### config.mk
export PLATFORM = sky130hd
export DESIGN_NAME = adder_operand_stage
export DESIGN_NICKNAME = d
export VERILOG_FILES = /design/src/rtl/fp_add_pkg.sv /design/src/rtl/operand_class_mux.sv /design/src/rtl/adder_operand_stage.sv
export SDC_FILE = /design/constraint.sdc
export NUM_CORES = 1
export LEC_CHECK = 0
export ABC_AREA = 0
export CELL_PAD_IN_SITES_DETAIL_PLACEMENT = 1
export CELL_PAD_IN_SITES_GLOBAL_PLACEMENT = 1
export CORE_ASPECT_RATIO = 1.25
export CORE_MARGIN = 2
export CORE_UTILIZATION = 34
export DETAILED_ROUTE_END_ITERATION = 6
export PLACE_DENSITY = 0.78
export SYNTH_ARGS = -nofsm -noshare
export SYNTH_HDL_FRONTEND = slang
export SYNTH_HIERARCHICAL = 1
export SYNTH_SLANG_ARGS = --single-unit
### constraint.sdc
create_clock -name clk -period 1.6 [get_ports clk]
set_input_delay 0.32 -clock clk [delete_from_list [all_inputs] [get_ports clk]]
set_output_delay 0.32 -clock clk [all_outputs]
set_load 0.02 [all_outputs]
### src/rtl/fp_add_pkg.sv
// Shared definitions for the FP adder front end: field widths, operand class
// encodings and the operand bundle carried between stages.
package fp_add_pkg;

    localparam int unsigned EXP_W_DEFAULT = 8;
    localparam int unsigned MAN_W_DEFAULT = 28;

    typedef enum logic [1:0] {
        CLS_SUB     = 2'b00,
        CLS_NOR_A   = 2'b01,
        CLS_NOR_B   = 2'b10,
        CLS_SPECIAL = 2'b11
    } opClass_t;

    typedef struct packed {
        logic                     sa;
        logic                     sb;
        logic                     c;
        logic [EXP_W_DEFAULT-1:0] e;
        logic [MAN_W_DEFAULT-1:0] a;
        logic [MAN_W_DEFAULT-1:0] b;
        logic                     special;
    } operandBundle_t;

endpackage

### src/rtl/operand_class_mux.sv
// Picks the subnormal or normal operand bundle from the operand class and
// forces the all-ones exponent for Inf/NaN operands.
module operand_class_mux
    import fp_add_pkg::*;
#(
    parameter int unsigned EXP_W = EXP_W_DEFAULT,
    parameter int unsigned MAN_W = MAN_W_DEFAULT
) (
    input  logic             subSa,
    input  logic             subSb,
    input  logic             subComp,
    input  logic [EXP_W-1:0] subE,
    input  logic [MAN_W-1:0] subMa,
    input  logic [MAN_W-1:0] subMb,
    input  logic             norSa,
    input  logic             norSb,
    input  logic             norComp,
    input  logic [EXP_W-1:0] norE,
    input  logic [MAN_W-1:0] norMa,
    input  logic [MAN_W-1:0] norMb,
    input  logic [1:0]       eData,
    output logic             selSa_c,
    output logic             selSb_c,
    output logic             selC_c,
    output logic [EXP_W-1:0] selE_c,
    output logic [MAN_W-1:0] selA_c,
    output logic [MAN_W-1:0] selB_c,
    output logic             selSpecial_c
);

    always_comb begin
        selSa_c      = subSa;
        selSb_c      = subSb;
        selC_c       = subComp;
        selE_c       = subE;
        selA_c       = subMa;
        selB_c       = subMb;
        selSpecial_c = 1'b0;
        case (eData)
            CLS_NOR_A, CLS_NOR_B: begin
                selSa_c = norSa;
                selSb_c = norSb;
                selC_c  = norComp;
                selE_c  = norE;
                selA_c  = norMa;
                selB_c  = norMb;
            end
            CLS_SPECIAL: begin
                selSa_c      = norSa;
                selSb_c      = norSb;
                selC_c       = norComp;
                selE_c       = '1;
                selA_c       = norMa;
                selB_c       = norMb;
                selSpecial_c = 1'b1;
            end
            default: ;
        endcase
    end

endmodule

### src/rtl/adder_operand_stage.sv
// Operand selection stage of the FP adder, buffered by a 2-entry main/skid
// FIFO whose head register drives the outputs directly.
module adder_operand_stage
    import fp_add_pkg::*;
#(
    parameter int unsigned EXP_W = EXP_W_DEFAULT,
    parameter int unsigned MAN_W = MAN_W_DEFAULT
) (
    input  logic             clk,
    input  logic             rst_n,
    input  logic             flush,
    input  logic             in_valid,
    output logic             in_ready,
    input  logic             sub_sa,
    input  logic             sub_sb,
    input  logic             sub_comp,
    input  logic [EXP_W-1:0] sub_e,
    input  logic [MAN_W-1:0] sub_ma,
    input  logic [MAN_W-1:0] sub_mb,
    input  logic             nor_sa,
    input  logic             nor_sb,
    input  logic             nor_comp,
    input  logic [EXP_W-1:0] nor_e,
    input  logic [MAN_W-1:0] nor_ma,
    input  logic [MAN_W-1:0] nor_mb,
    input  logic [1:0]       e_data,
    output logic             out_valid,
    input  logic             out_ready,
    output logic             sa,
    output logic             sb,
    output logic             c,
    output logic [EXP_W-1:0] e,
    output logic [MAN_W-1:0] a,
    output logic [MAN_W-1:0] b,
    output logic             special
);

    typedef struct packed {
        logic             sa;
        logic             sb;
        logic             c;
        logic [EXP_W-1:0] e;
        logic [MAN_W-1:0] a;
        logic [MAN_W-1:0] b;
        logic             special;
    } stageEntry_t;

    logic             selSa, selSb, selC, selSpecial;
    logic [EXP_W-1:0] selE;
    logic [MAN_W-1:0] selA, selB;

    stageEntry_t inEntry, head, skid, headNext, skidNext;
    logic [1:0]  count, countNext;
    logic        push, pop;

    operand_class_mux #(
        .EXP_W(EXP_W),
        .MAN_W(MAN_W)
    ) u_mux (
        .subSa       (sub_sa),
        .subSb       (sub_sb),
        .subComp     (sub_comp),
        .subE        (sub_e),
        .subMa       (sub_ma),
        .subMb       (sub_mb),
        .norSa       (nor_sa),
        .norSb       (nor_sb),
        .norComp     (nor_comp),
        .norE        (nor_e),
        .norMa       (nor_ma),
        .norMb       (nor_mb),
        .eData       (e_data),
        .selSa_c     (selSa),
        .selSb_c     (selSb),
        .selC_c      (selC),
        .selE_c      (selE),
        .selA_c      (selA),
        .selB_c      (selB),
        .selSpecial_c(selSpecial)
    );

    assign inEntry = '{sa: selSa, sb: selSb, c: selC, e: selE,
                       a: selA, b: selB, special: selSpecial};

    assign push = in_valid && in_ready;
    assign pop  = out_valid && out_ready;

    // Push+pop only coexist at count 1, where the new entry replaces the head.
    always_comb begin
        countNext = count;
        headNext  = head;
        skidNext  = skid;
        if (flush) begin
            countNext = 2'd0;
        end else begin
            case ({push, pop})
                2'b10: begin
                    if (count == 2'd0) headNext = inEntry;
                    else               skidNext = inEntry;
                    countNext = count + 2'd1;
                end
                2'b01: begin
                    headNext  = skid;
                    countNext = count - 2'd1;
                end
                2'b11: headNext = inEntry;
                default: ;
            endcase
        end
    end

    // Handshake flags are decoded from the next count so they stay registered.
    always_ff @(posedge clk or negedge rst_n) begin
        if (!rst_n) begin
            count     <= 2'd0;
            head      <= '0;
            skid      <= '0;
            out_valid <= 1'b0;
            in_ready  <= 1'b1;
        end else begin
            count     <= countNext;
            head      <= headNext;
            skid      <= skidNext;
            out_valid <= (countNext != 2'd0);
            in_ready  <= (countNext != 2'd2);
        end
    end

    assign sa      = head.sa;
    assign sb      = head.sb;
    assign c       = head.c;
    assign e       = head.e;
    assign a       = head.a;
    assign b       = head.b;
    assign special = head.special;

endmodule

==> impl_metrics.ini <==
[drt]
wl_um = 26450
wl_per_cell_um = 23.85
drt_first_pass_iters = 4
drc = 0
drt_iter0_markers = 251
num_vias = 5914
viasPerCell = 5.333
ant_nets = 0

[critical_path]
crit_required_ns = 1.88
r2r-start = in_ready
critical-path-top-delay-family = buffers and inverters
slowest_stage = dfstp_2
arrival_ns = 2.13
start_kind = flop
crit_path_cell_trace = and2_4 -> inv_4 -> ha_4 -> nor2_4 -> buf_6 -> buf_8 -> buf_12 -> clkbuf_16 -> a31oi_1
r2r-end = a[9]
regToRegSetupSlack_ns = -0.24
rr_worst_depth = 9
end_kind = flop
crit_type = flop to flop
path_max_fanout = 8
path_buf_inv = 5
cpPeakStageDelay_ns = 0.53

[cts]
insertion_delay_ns = 0.41
cts_made_buffers = 17
htree_num_levels = 4
clock-root-buffer = clkbuf_16
cts_tree = built
cts_buffer_depth = 2
cts.sinks = 140
clk_pin_slew_ns = 0.07

[die]
fp-row-count = 59
dieWidth_um = 133.8
die_height_um = 166.3
die_area_um2 = 22260
ioPinCount = 211
fp.coreArea_um2 = 20740
start_util = 0.3454

[min_path]
hold_path_class = input pin to async pin

[layout]
drive_gt1_frac = 0.3820
multi_input_area_um2 = 4023
final_cell_count_no_fill = 1109
area_growth_pct = 64.34
nFillCells = 2006
nets = 969
final_cell_mix = dfrtp_1 (139), clkdlybuf4s50_1 (139), mux2_2 (77), dlygate4sd2_1 (69), a31oi_1 (54)
antenna_cells = 0
seq_area_um2 = 3505

[timing]
finalSetupViolations = 139
final.setup_skew_ns = 0.008729
rsz0062_at_grt = yes
post-route-period-util = 1.152
fin_ws_ns = -0.2439
tightest_slew_ns = 0.4710
period_needed_ns = 1.844
finalHoldViolCount = 0
slew_headroom = 0.6860
slew_viol_final = 0
fmaxAchievable_mhz = 542.3

[global_route]
grt_max_degree = 60
grt_pass1_vias = 6576
track_usage = 0.2150
antenna_found_initial = 0
grt_pass1_wl_um = 37040
grt_overflow_total = 0

[status]
status = finished, violations left
violations = setup timing

[placement]
dp_cells = 1035
dp_hpwl_um = 14330
gp_congestion = 0.7914
io_buffers = 210

[synth]
syn_area_per_cell_um2 = 12.42
syn_area_um2 = 7166
synth_largest_area_cell = dfrtp_1
synth.top_cell.area_share = 0.4854
yosysSeqAreaShare = 0.4891
yosys_warnings = 6
synth_cell_type_count = 28
ys_seq_elements = 140
netlist_instances = 577
synthTopCellsByArea = dfrtp_1 (49%), mux2_2 (14%), mux2i_1 (9.5%)
syn_nets = 723

[power]
leakagePower_nw = 4.596
p_total_mw = 16.34
irDropWorstVdd_mv = 0.8225
powerDensity_nw_per_um2 = 1387

[flow_run]
drv_cap = 0
report_power, final:
| group | switching [mW] | leakage, nW | internal, mW |
|---|---|---|---|
| sequential | 1.15 | 1.61 | 5.03 |
| combinational | 3.08 | 2.73 | 3.36 |
| clock | 1.55 | 0.255 | 2.17 |
worst max path at each step:
stage	startpoint	to	cells after the start
floorplan	in_ready	skid[43]	7
global placement	out_ready	skid[6]	8
detailed placement	out_ready	b[21]	9
CTS	in_ready	skid[8]	6
global route	in_ready	out_valid	7
finish	in_ready	a[9]	9
registers in the layout, indices dropped and copies added (netlist names), 2 cells and up:
register	count
a	28
count	2
b	28
e	8
skid	68
cell type report:
| type | instances | share of cell area |
|---|---|---|
| multi-input cells | 379 | 0.3416 |
| flip-flops and latches | 140 | 0.2976 |
| repair buffers | 281 | 0.2841 |
| clock buffers | 21 | 0.03825 |
| well taps | 274 | 0.02911 |
| clock inverters | 10 | 0.007862 |
| inverters | 4 | 0.001487 |
synthesized netlist by cell type:
cell type / instances
or2_2: 1
ha_1: 5
o21ai_2: 1
mux2_2: 87
inv_1: 4
mux2i_1: 68
dfrtp_1: 139
or3_1: 1
nor2_1: 2
dfstp_2: 1
buf_6: 6
nor2b_1: 11
o21ai_0: 1
and2_1: 2
a31oi_1: 68
a22oi_1: 1
buf_1: 3
mux2_4: 40
clkbuf_2: 1
clkbuf_1: 8
a211oi_1: 1
nand2_1: 8
buf_2: 31
xnor2_1: 2
buf_4: 5
nor3_1: 1
nor2_4: 2
a21oi_1: 77
per-stage QoR:
| step | setup WS [ns] | hold WS, ns | util | setup TNS, ns | cell area, µm² |
|---|---|---|---|---|---|
| finish | -0.2439 | 0.4090 | 0.5677 | -25.98 | 11780 |
| global route | -0.2784 | 0.4401 | 0.5677 | -32.59 | 11780 |
| CTS | -0.2047 | 0.4188 | 0.5314 | -22.95 | 11020 |
| detailed placement | -0.5204 | 0.2886 | 0.4691 | -64.00 | 9731 |
| global placement | -0.4761 | 0.2832 | 0.4691 | -59.10 | 9731 |
| floorplan | -0.1452 | 0.02441 | - | -10.36 | 7310 |
per-layer routing:
| layer | up-vias | global-route usage | part of all wire |
|---|---|---|---|
| met5 | - | 0 | 0 |
| met4 | 0 | 0.08372 | 0.025 |
| met3 | 34 | 0.03022 | 0.034 |
| met2 | 181 | 0.4074 | 0.57 |
| met1 | 3062 | 0.2391 | 0.37 |
| li1 | 2637 | - | - |
cell families (layout without fill, tap and decap cells):
kind of cell / after synthesis / after routing / share of synthesized area
buffers and inverters: 58 / 316 / 0.04487
AOI/OAI and AO/OA: 149 / 149 / 0.1172
DFF: 140 / 140 / 0.4891
and+or+nand+nor: 28 / 28 / 0.02218
adders and majority gates: 5 / 5 / 0.008731
xor gates and xnor gates: 2 / 2 / 0.002445
muxes: 195 / 195 / 0.3155
what timing repair did:
item	4_1_cts	5_1_grt
cloned	18	10
endpoints found under the hold margin	35	0
pin swaps	21	45
hold buffers	1	0
resized for setup	131	98
endpoints found under the setup margin	209	140
setup buffers	14	4
Note: power is estimated with default switching activity, not from simulation.
